$ cat config.mk
export PLATFORM = sky130hd
export DESIGN_NAME = gnr_attractor_ctrl
export DESIGN_NICKNAME = d
export VERILOG_FILES = /design/src/rtl/gnr_pkg.sv /design/src/rtl/gnr_vec_eq.sv /design/src/rtl/gnr_attractor_ctrl.sv
export SDC_FILE = /design/constraint.sdc
export NUM_CORES = 1
export LEC_CHECK = 0
export BUFFER_PORTS_ARGS = -buffer_cell sky130_fd_sc_hd__buf_2
export CAP_MARGIN = 15
export CORE_AREA = 10 10 302 304
export DETAILED_ROUTE_END_ITERATION = 10
export DIE_AREA = 0 0 312 314
export GPL_ROUTABILITY_DRIVEN = 0
export HOLD_SLACK_MARGIN = 0.05
export PLACE_DENSITY = 0.3
export RECOVER_POWER = 50
export SLEW_MARGIN = 20
export SYNTH_ARGS = -nofsm -noshare
export SYNTH_HDL_FRONTEND = slang
export SYNTH_SLANG_ARGS = --single-unit
$ cat constraint.sdc
create_clock -name clk -period 6.7 [get_ports clk]
set_clock_uncertainty 0.2 [all_clocks]
set_input_delay 1.34 -clock clk [delete_from_list [all_inputs] [get_ports clk]]
set_output_delay 1.34 -clock clk [all_outputs]
set_load 0.005 [all_outputs]
$ cat src/rtl/gnr_pkg.sv
// rtl/gnr_pkg.sv - shared state encoding and default sizes for the GNR attractor controller
package gnr_pkg;

    localparam int N_NODES_DEF   = 188;
    localparam int CNT_W_DEF     = 16;
    localparam int MAX_STEPS_DEF = 65535;

    typedef enum logic [2:0] {
        IDLE,
        LOAD,
        RUN,
        PERIOD,
        DONE
    } gnr_state_t;

endpackage

$ cat src/rtl/gnr_vec_eq.sv
// rtl/gnr_vec_eq.sv - combinational equality of two node state vectors
module gnr_vec_eq #(
    parameter int W = 188
) (
    input  logic [W-1:0] a,
    input  logic [W-1:0] b,
    output logic         eq
);

    logic [W-1:0] diff;

    // Kept purely combinational: the controller evaluates hit/close in the same cycle as the vectors.
    assign diff = a ^ b;
    assign eq   = ~|diff;

endmodule

$ cat src/rtl/gnr_attractor_ctrl.sv
// rtl/gnr_attractor_ctrl.sv - Floyd cycle detection controller driving the GNR node array
module gnr_attractor_ctrl
    import gnr_pkg::*;
#(
    parameter int N_NODES   = N_NODES_DEF,
    parameter int CNT_W     = CNT_W_DEF,
    parameter int MAX_STEPS = MAX_STEPS_DEF
) (
    input  logic               clk,
    input  logic               rst,
    input  logic               init_valid,
    output logic               init_ready,
    input  logic [N_NODES-1:0] init_data,
    output logic [N_NODES-1:0] init_vec,
    output logic               reset_nos,
    output logic               start_s0,
    output logic               start_s1,
    input  logic [N_NODES-1:0] s0_vec,
    input  logic [N_NODES-1:0] s1_vec,
    output logic               res_valid,
    input  logic               res_ready,
    output logic [CNT_W-1:0]   res_meet,
    output logic [CNT_W-1:0]   res_period,
    output logic               res_timeout
);

    localparam logic [CNT_W-1:0] MAX_CNT = CNT_W'(MAX_STEPS);

    gnr_state_t       state;
    logic [CNT_W-1:0] hc;
    logic [CNT_W-1:0] pc;
    logic             eq;
    logic             hit;
    logic             close;

    gnr_vec_eq #(
        .W (N_NODES)
    ) u_vec_eq (
        .a  (s0_vec),
        .b  (s1_vec),
        .eq (eq)
    );

    // The pass bit is only 1 at even hare counts, so only then is s0 the true x_(hc/2).
    assign hit   = (state == RUN) && eq && (hc != '0) && !hc[0];
    assign close = (state == PERIOD) && eq && (pc != '0);

    assign init_ready = (state == IDLE);
    assign start_s0   = (state == RUN) && !hit;
    assign start_s1   = ((state == RUN) && !hit) || ((state == PERIOD) && !close);

    always_ff @(posedge clk) begin
        if (rst) begin
            state       <= IDLE;
            init_vec    <= '0;
            reset_nos   <= 1'b0;
            res_valid   <= 1'b0;
            res_timeout <= 1'b0;
            res_meet    <= '0;
            res_period  <= '0;
            hc          <= '0;
            pc          <= '0;
        end else begin
            case (state)
                IDLE: begin
                    if (init_valid) begin
                        init_vec  <= init_data;
                        reset_nos <= 1'b1;
                        state     <= LOAD;
                    end
                end
                LOAD: begin
                    reset_nos   <= 1'b0;
                    hc          <= '0;
                    pc          <= '0;
                    res_timeout <= 1'b0;
                    res_meet    <= '0;
                    res_period  <= '0;
                    state       <= RUN;
                end
                RUN: begin
                    if (hit) begin
                        res_meet <= hc >> 1;
                        state    <= PERIOD;
                    end else if (hc == MAX_CNT) begin
                        res_timeout <= 1'b1;
                        res_period  <= '0;
                        res_meet    <= hc >> 1;
                        res_valid   <= 1'b1;
                        state       <= DONE;
                    end else begin
                        hc <= hc + 1'b1;
                    end
                end
                PERIOD: begin
                    if (close) begin
                        res_period <= pc;
                        res_valid  <= 1'b1;
                        state      <= DONE;
                    end else if (pc == MAX_CNT) begin
                        res_timeout <= 1'b1;
                        res_period  <= '0;
                        res_valid   <= 1'b1;
                        state       <= DONE;
                    end else begin
                        pc <= pc + 1'b1;
                    end
                end
                DONE: begin
                    if (res_ready) begin
                        res_valid <= 1'b0;
                        state     <= IDLE;
                    end
                end
                default: state <= IDLE;
            endcase
        end
    end

endmodule

==> results of run 1 <==
==> registers in the layout, summed over array words and instances (netlist names) <==
register / count
init_vec: 188
res_period: 16
res_meet: 15
reset_nos: 1
pc: 16
res_valid: 1
hc: 16
state: 3
res_timeout: 1
==> critical path: stages <==
cell	delay, ns
buf_2	0.10
nor2b_1	0.12
a2111o_1	0.40
a2111oi_2	0.41
nand4_1	0.20
nor4_4	0.76
a31oi_4	0.32
a21o_1	0.28
buf_2	0.14
==> worst max path at each step <==
stage,start,endpoint,cells past startpoint
final,s0_vec[107],start_s1,9
after global routing,s1_vec[136],start_s1,9
after CTS,s0_vec[79],start_s1,9
after detailed placement,s0_vec[79],start_s1,9
after global placement,s0_vec[107],start_s1,9
after floorplan,s0_vec[107],start_s1,7
==> per-layer routing <==
metal | share of wire, % | up-vias
met4 | 2.5 | 58
met1 | 39 | 6107
met3 | 11 | 138
met2 | 46 | 491
met5 | 0.52 | -
li1 | - | 6411
==> power breakdown <==
group / leakage (nW) / total [mW] / switching (mW) / internal [mW]
Clock: 0.519 / 1.75 / 0.724 / 1.02
Combinational: 4.54 / 0.737 / 0.430 / 0.307
Sequential: 2.10 / 1.66 / 0.0457 / 1.62
==> cell type report <==
type / instances / share of cell area, %
timing repair buffer: 803 / 21.5
tap: 1144 / 8.12
antenna: 18 / 0.256
multi-input combinational: 1075 / 34.3
clock inverter: 9 / 0.383
inverter: 31 / 0.660
clock buffer: 46 / 5.55
sequential: 257 / 29.2
==> placed cells by master (no fill, tap or decap), types with 9 or more instances in the layout <==
master       n
buf_2      572
nand2_1    422
dfxtp_1    257
clkbuf_1   222
a21oi_1    206
xnor2_1    137
nand4_1     46
clkbuf_16   36
xor2_1      33
inv_1       30
nor2_1      28
nor4_1      21
diode_2     18
a22o_1      18
o2bb2ai_1   17
nand3_1     16
nor2b_1     14
and3_1       9
or3_1        9
buf_4        9
==> kinds of logic (layout without fill, tap and decap cells) <==
family	after synthesis	after routing	synth area share, %
fa+ha+maj	4	4	0.430
simple gates	601	601	22.8
xor+xnor	170	170	12.8
compound gates	291	291	15.3
flops	257	257	44.2
mux	8	8	0.688
buf+inv	112	889	3.76
other cells	1	19	0.0322
==> per-stage QoR <==
stage               utilization [%]  cell area (µm²)  hold WS (ns)  std cells  setup WS, ns
floorplan                         -            11600         0.253       1444          1.89
global placement               19.8            16800         0.240       3310          1.11
detailed placement             19.8            16800         0.244       3310          1.10
CTS                            21.1            17900         0.251       3365          1.09
global route                   20.7            17600         0.270       3371         0.981
finish                         20.8            17600         0.251       3383          1.07
==> results.toml, run 1 <==
[synthesis]
yosysWarnings = 0
yosysTopAreaCellShare_pct = 44.2
synth_area_um2 = 11600
synth_commonest_cells = "nand2_1 (422), dfxtp_1 (257), a21oi_1 (206)"
yosys-top-cells-area = "dfxtp_1 (44%), nand2_1 (14%), xnor2_1 (10%)"
yosysUniqueCellTypes = 57
synth_fp_nets = 2016
yosys_register_bits = 257
synth_flop_cell = "dfxtp_1"
synthCells = 1444
yosysTopAreaCell = "dfxtp_1"
synth_most_common_cell = "nand2_1"
synth_edf_count = 0
yosysSeqAreaShare_pct = 44.2
syn-mean-instance-area_um2 = 8.06
synthArstFlopShare_pct = 0

[critical_path]
timing.rr.end = "init_vec[81]"
reg2regPathDepth = 5
criticalPathCategory = "in2out"
r2r-start = "state[0]"
crit_fanout = 9
worstPathRequired_ns = 5.16
reg2reg_slack_ns = 2.41
arrival_ns = 4.09
cp-end-kind = "primary output"
worstSetupStartpointType = "input port"

[power]
power_mw = 4.15
power_leakage_nw = 7.16
power_density_nw_per_um2 = 235
ir_worst_vdd_mv = 0.127

[detailed_routing]
drt-initial-drc-count = 742
via_per_inst = 3.90
antenna_left = 0
num_vias = 13205
drt_pass1_iterations = 5
drc = 0
wl_um = 73900
routedWlPerCell_um = 21.8

[final_layout]
finalNetCount = 2775
multi_input_area_um2 = 6050
syn2layout_area_growth_pct = 51.5
drive_above_1_share_pct = 29.2
area.sequential_um2 = 5140
fillerInstances = 9807

[placed_design]
port_buffers = 792
hpwlAfterDp_um = 61200

[clock_network]
cts_hold_buffers = 0
postCtsSetupRepairBufs = 0
clock-root-buffer = "clkbuf_16"
htree_levels = 2
cts_tree = "done"
cts_buffers = 35
clk_path_buf_depth = 3
cts_resized = 0
cts_sinks = 257
clk_pin_slew_ns = 0.05
clkLatencyLatePin_ns = 0.53

[timing]
min_period_ns = 5.63
timing.final.crit_share_pct = 84.0
setup_tns_ns = 0
finalSetupViolCount = 0
tightestPinTransition_ns = 2.78
final_hold_viol_count = 0
fmaxAchievable_ghz = 0.178
slew_viol_final = 124
slew_headroom_pct = -85.2
rsz0062_at_grt = "false"

[global_routing]
grt_usage_pct = 14.2
overflow = 0
top_usage_layer = "met2"
grt_antenna_before_repair = 51
use_met2_pct = 22.9
grt_start_max_net_pins = 183
met1_usage_pct = 16.3
grt_pass1_vias = 13418
grt_util_met3_pct = 7.21
grt_pass1_wl_um = 102000

[min_path]
hold_class = "reg2reg"
min-delay-start = "init_vec[2]"
holdPathEnd = "init_vec[2]"
worstHoldPathCells = 2

[floorplanning]
die_h_um = 314
die-width_um = 312
row_count = 107
dieArea_um2 = 98000
io_pins = 794
core_area_um2 = 84900
initial_core_util_pct = 13.7

[status]
outcome = "finished with violations"
violations = "capacitance limit, slew limit"

[flow_run]
maxCapViolations = 1
Power figures use the tool's default switching activity.
==> run 2, diff against run 1 <==
Settings changed: ABC_AREA set to 1, CORE_AREA 10 10 302 304 to 10 10 299 301, DIE_AREA 0 0 312 314 to 0 0 309 311, PLACE_DENSITY 0.3 to 0.33.
Clock period 6.7 ns to 5.6 ns, I/O delays scaled along.
==> run 2 against run 1 <==
  * The flow still finishes with violations (capacitance limit, slew limit)
  * Worst setup slack lost 0.18 ns
  * Core utilization grew 2.7 points
  * First-iteration DRC count grew 27%
  * Critical path depth grew 6
  * Synthesized cell count grew 47%
  * Global-route usage grew 1.4 points
  * Sequential power grew 41%
  * Synthesized area grew 17%
  * Largest cell class unchanged
  * Highest routed layer unchanged
==> results.toml, run 2 <==
[status]
outcome = "finished with violations"
violations = "capacitance limit, slew limit"

[synthesis]
yosysSeqAreaShare_pct = 37.8
yosys_register_bits = 257
synth_flop_cell = "dfxtp_1"
yosysTopAreaCell = "dfxtp_1"
synth_area_um2 = 13600
yosys-top-cells-area = "dfxtp_1 (38%), nand2_1 (18%), a21oi_1 (8.8%)"
synth_commonest_cells = "nand2_1 (645), dfxtp_1 (257), inv_1 (248)"
synthArstFlopShare_pct = 0
synth_edf_count = 0
synthCells = 2123
synth_most_common_cell = "nand2_1"
synth_fp_nets = 2695
yosysWarnings = 0
yosysUniqueCellTypes = 39
syn-mean-instance-area_um2 = 6.41
yosysTopAreaCellShare_pct = 37.8

[clock_network]
clock-root-buffer = "clkbuf_16"
cts_sinks = 257
cts_resized = 0
clk_path_buf_depth = 3
clkLatencyLatePin_ns = 0.53
cts_tree = "done"
cts_buffers = 34
cts_hold_buffers = 0
htree_levels = 2
clk_pin_slew_ns = 0.06
postCtsSetupRepairBufs = 0

[timing]
slew_viol_final = 42
slew_headroom_pct = -8.70
final_hold_viol_count = 0
min_period_ns = 4.71
rsz0062_at_grt = "false"
tightestPinTransition_ns = 1.63
hold_slack_ns = 0.259
finalSetupViolCount = 0
setup_tns_ns = 0
timing.final.crit_share_pct = 84.2
fmaxAchievable_ghz = 0.212

[placed_design]
hpwlAfterDp_um = 64600
post-place-cells = 3898
port_buffers = 792

[global_routing]
overflow = 0
grt_antenna_before_repair = 34
grt_usage_pct = 15.6
grt_start_max_net_pins = 149
grt_pass1_vias = 15824
grt_pass1_wl_um = 111000

[power]
combPwrFrac_pct = 34.5
pwr-share-clk_pct = 32.9
p_int_mw = 4.40
pwr-share-seq_pct = 32.6
ir_worst_vdd_mv = 0.407
p_sw_mw = 2.78
power_density_nw_per_um2 = 368
swShare_pct = 38.8
power_leakage_nw = 8.94

[critical_path]
criticalPathCategory = "in2out"
cp-end-kind = "primary output"
arrival_ns = 3.39
worstSetupStartpointType = "input port"
r2r-start = "state[0]"
cp-startpoint = "s0_vec[174]"
worstPathRequired_ns = 4.28
crit_fanout = 10

[detailed_routing]
wl_um = 78700
routedWlPerCell_um = 19.8
maxUsedRoutingLayer = "met5"
drt_pass1_iterations = 5
num_vias = 15907
drc = 0
via_per_inst = 4.00
drt-initial-drc-count = 940
antenna_left = 0
wl_met2_um = 39100
m1WireLength_um = 32800
met3RoutedLength_um = 5320

[final_layout]
final_common_cell = "nand2_1"
finalNetCount = 3426
drive_above_1_share_pct = 24.2
fillerInstances = 9665
final_cell_mix = "nand2_1 (646), buf_2 (569), dfxtp_1 (257)"
syn2layout_area_growth_pct = 43.5
fin_cells = 3972
largest_register = "init_vec"
largest_reg_flops = 188

[floorplanning]
core_area_um2 = 83300
initial_core_util_pct = 16.3
row_count = 106
io_pins = 794
dieArea_um2 = 96100
die_h_um = 311
die-width_um = 309

[min_path]
hold_class = "reg2reg"
min-delay-start = "init_vec[157]"

[flow_run]
maxCapViolations = 1
[run 2: changes by cell type in the layout (fill, tap and decap cells not counted), moves of 17 or more]
cell	previous run	this run
nand4_1	46	23
a22o_1	18	0
xnor2_1	137	40
nand3_1	16	223
or2_2	0	17
a21oi_1	206	238
nand2_1	422	646
nor2_1	28	198
o2bb2ai_1	17	0
inv_1	30	248
[run 2: cell families after synthesis]
group | synth area share, %
simple gates | 35.9
buf+inv | 10.3
compound gates | 10.6
flops | 37.8
xor+xnor | 4.96
fa+ha+maj | 0.368
other cells | 0.0276
[run 2: per-layer routing]
metal | track usage [%] | vias up
met3 | 4.74 | 91
met5 | 0 | -
met1 | 18.5 | 7262
met2 | 27.3 | 389
met4 | 3.12 | 20
li1 | - | 8145
[run 2: worst max-delay path, cell delays in order]
cell and delay, ns:
buf_2 0.11, inv_1 0.04, nand2_1 0.05, nand2_1 0.06
nor2_1 0.21, nand2_1 0.07, nor2_1 0.10, nand2_1 0.05
nor2_1 0.16, nand2_1 0.09, nor2_1 0.39, nand3_4 0.27
nand2_1 0.28, o21ai_0 0.18, buf_2 0.18
[run 2: layout make-up]
| type | count | area [µm²] | share of cell area [%] |
|---|---|---|---|
| antenna | 13 | 32.5 | 0.167 |
| timing repair buffer | 800 | 3800 | 19.5 |
| clock inverter | 10 | 159 | 0.814 |
| multi-input combinational | 1509 | 7050 | 36.1 |
| sequential | 257 | 5140 | 26.3 |
| clock buffer | 51 | 1050 | 5.36 |
| inverter | 252 | 946 | 4.84 |
| tap | 1080 | 1350 | 6.92 |
[run 2: final timing paths]
kind / end / cells after the start / slack, ns
max: start_s1 / 15 / 0.89
min: init_vec[157] / 2 / 0.26
max reg2reg: init_vec[38] / 7 / 1.41
min reg2reg: init_vec[157] / 2 / 0.26
[run 2: power by group through the flow]
stage               combinational, mW  sequential (mW)  clock [mW]
finish                           2.48             2.34        2.36
CTS                              2.63             2.33        2.45
detailed placement               2.62             2.37           0
global route                     2.78             2.38        2.54
floorplan                        1.39             2.39           0
global placement                 2.61             2.36           0
[run 2: metrics by stage]
step	cell area (µm²)	utilization, %	total power, mW	setup WS, ns
global route	19500	23.4	7.71	0.508
detailed placement	18600	22.3	4.99	1.02
global placement	18600	22.3	4.97	1.04
finish	19500	23.4	7.18	0.887
CTS	19800	23.8	7.42	1.01
floorplan	13600	-	3.78	1.84
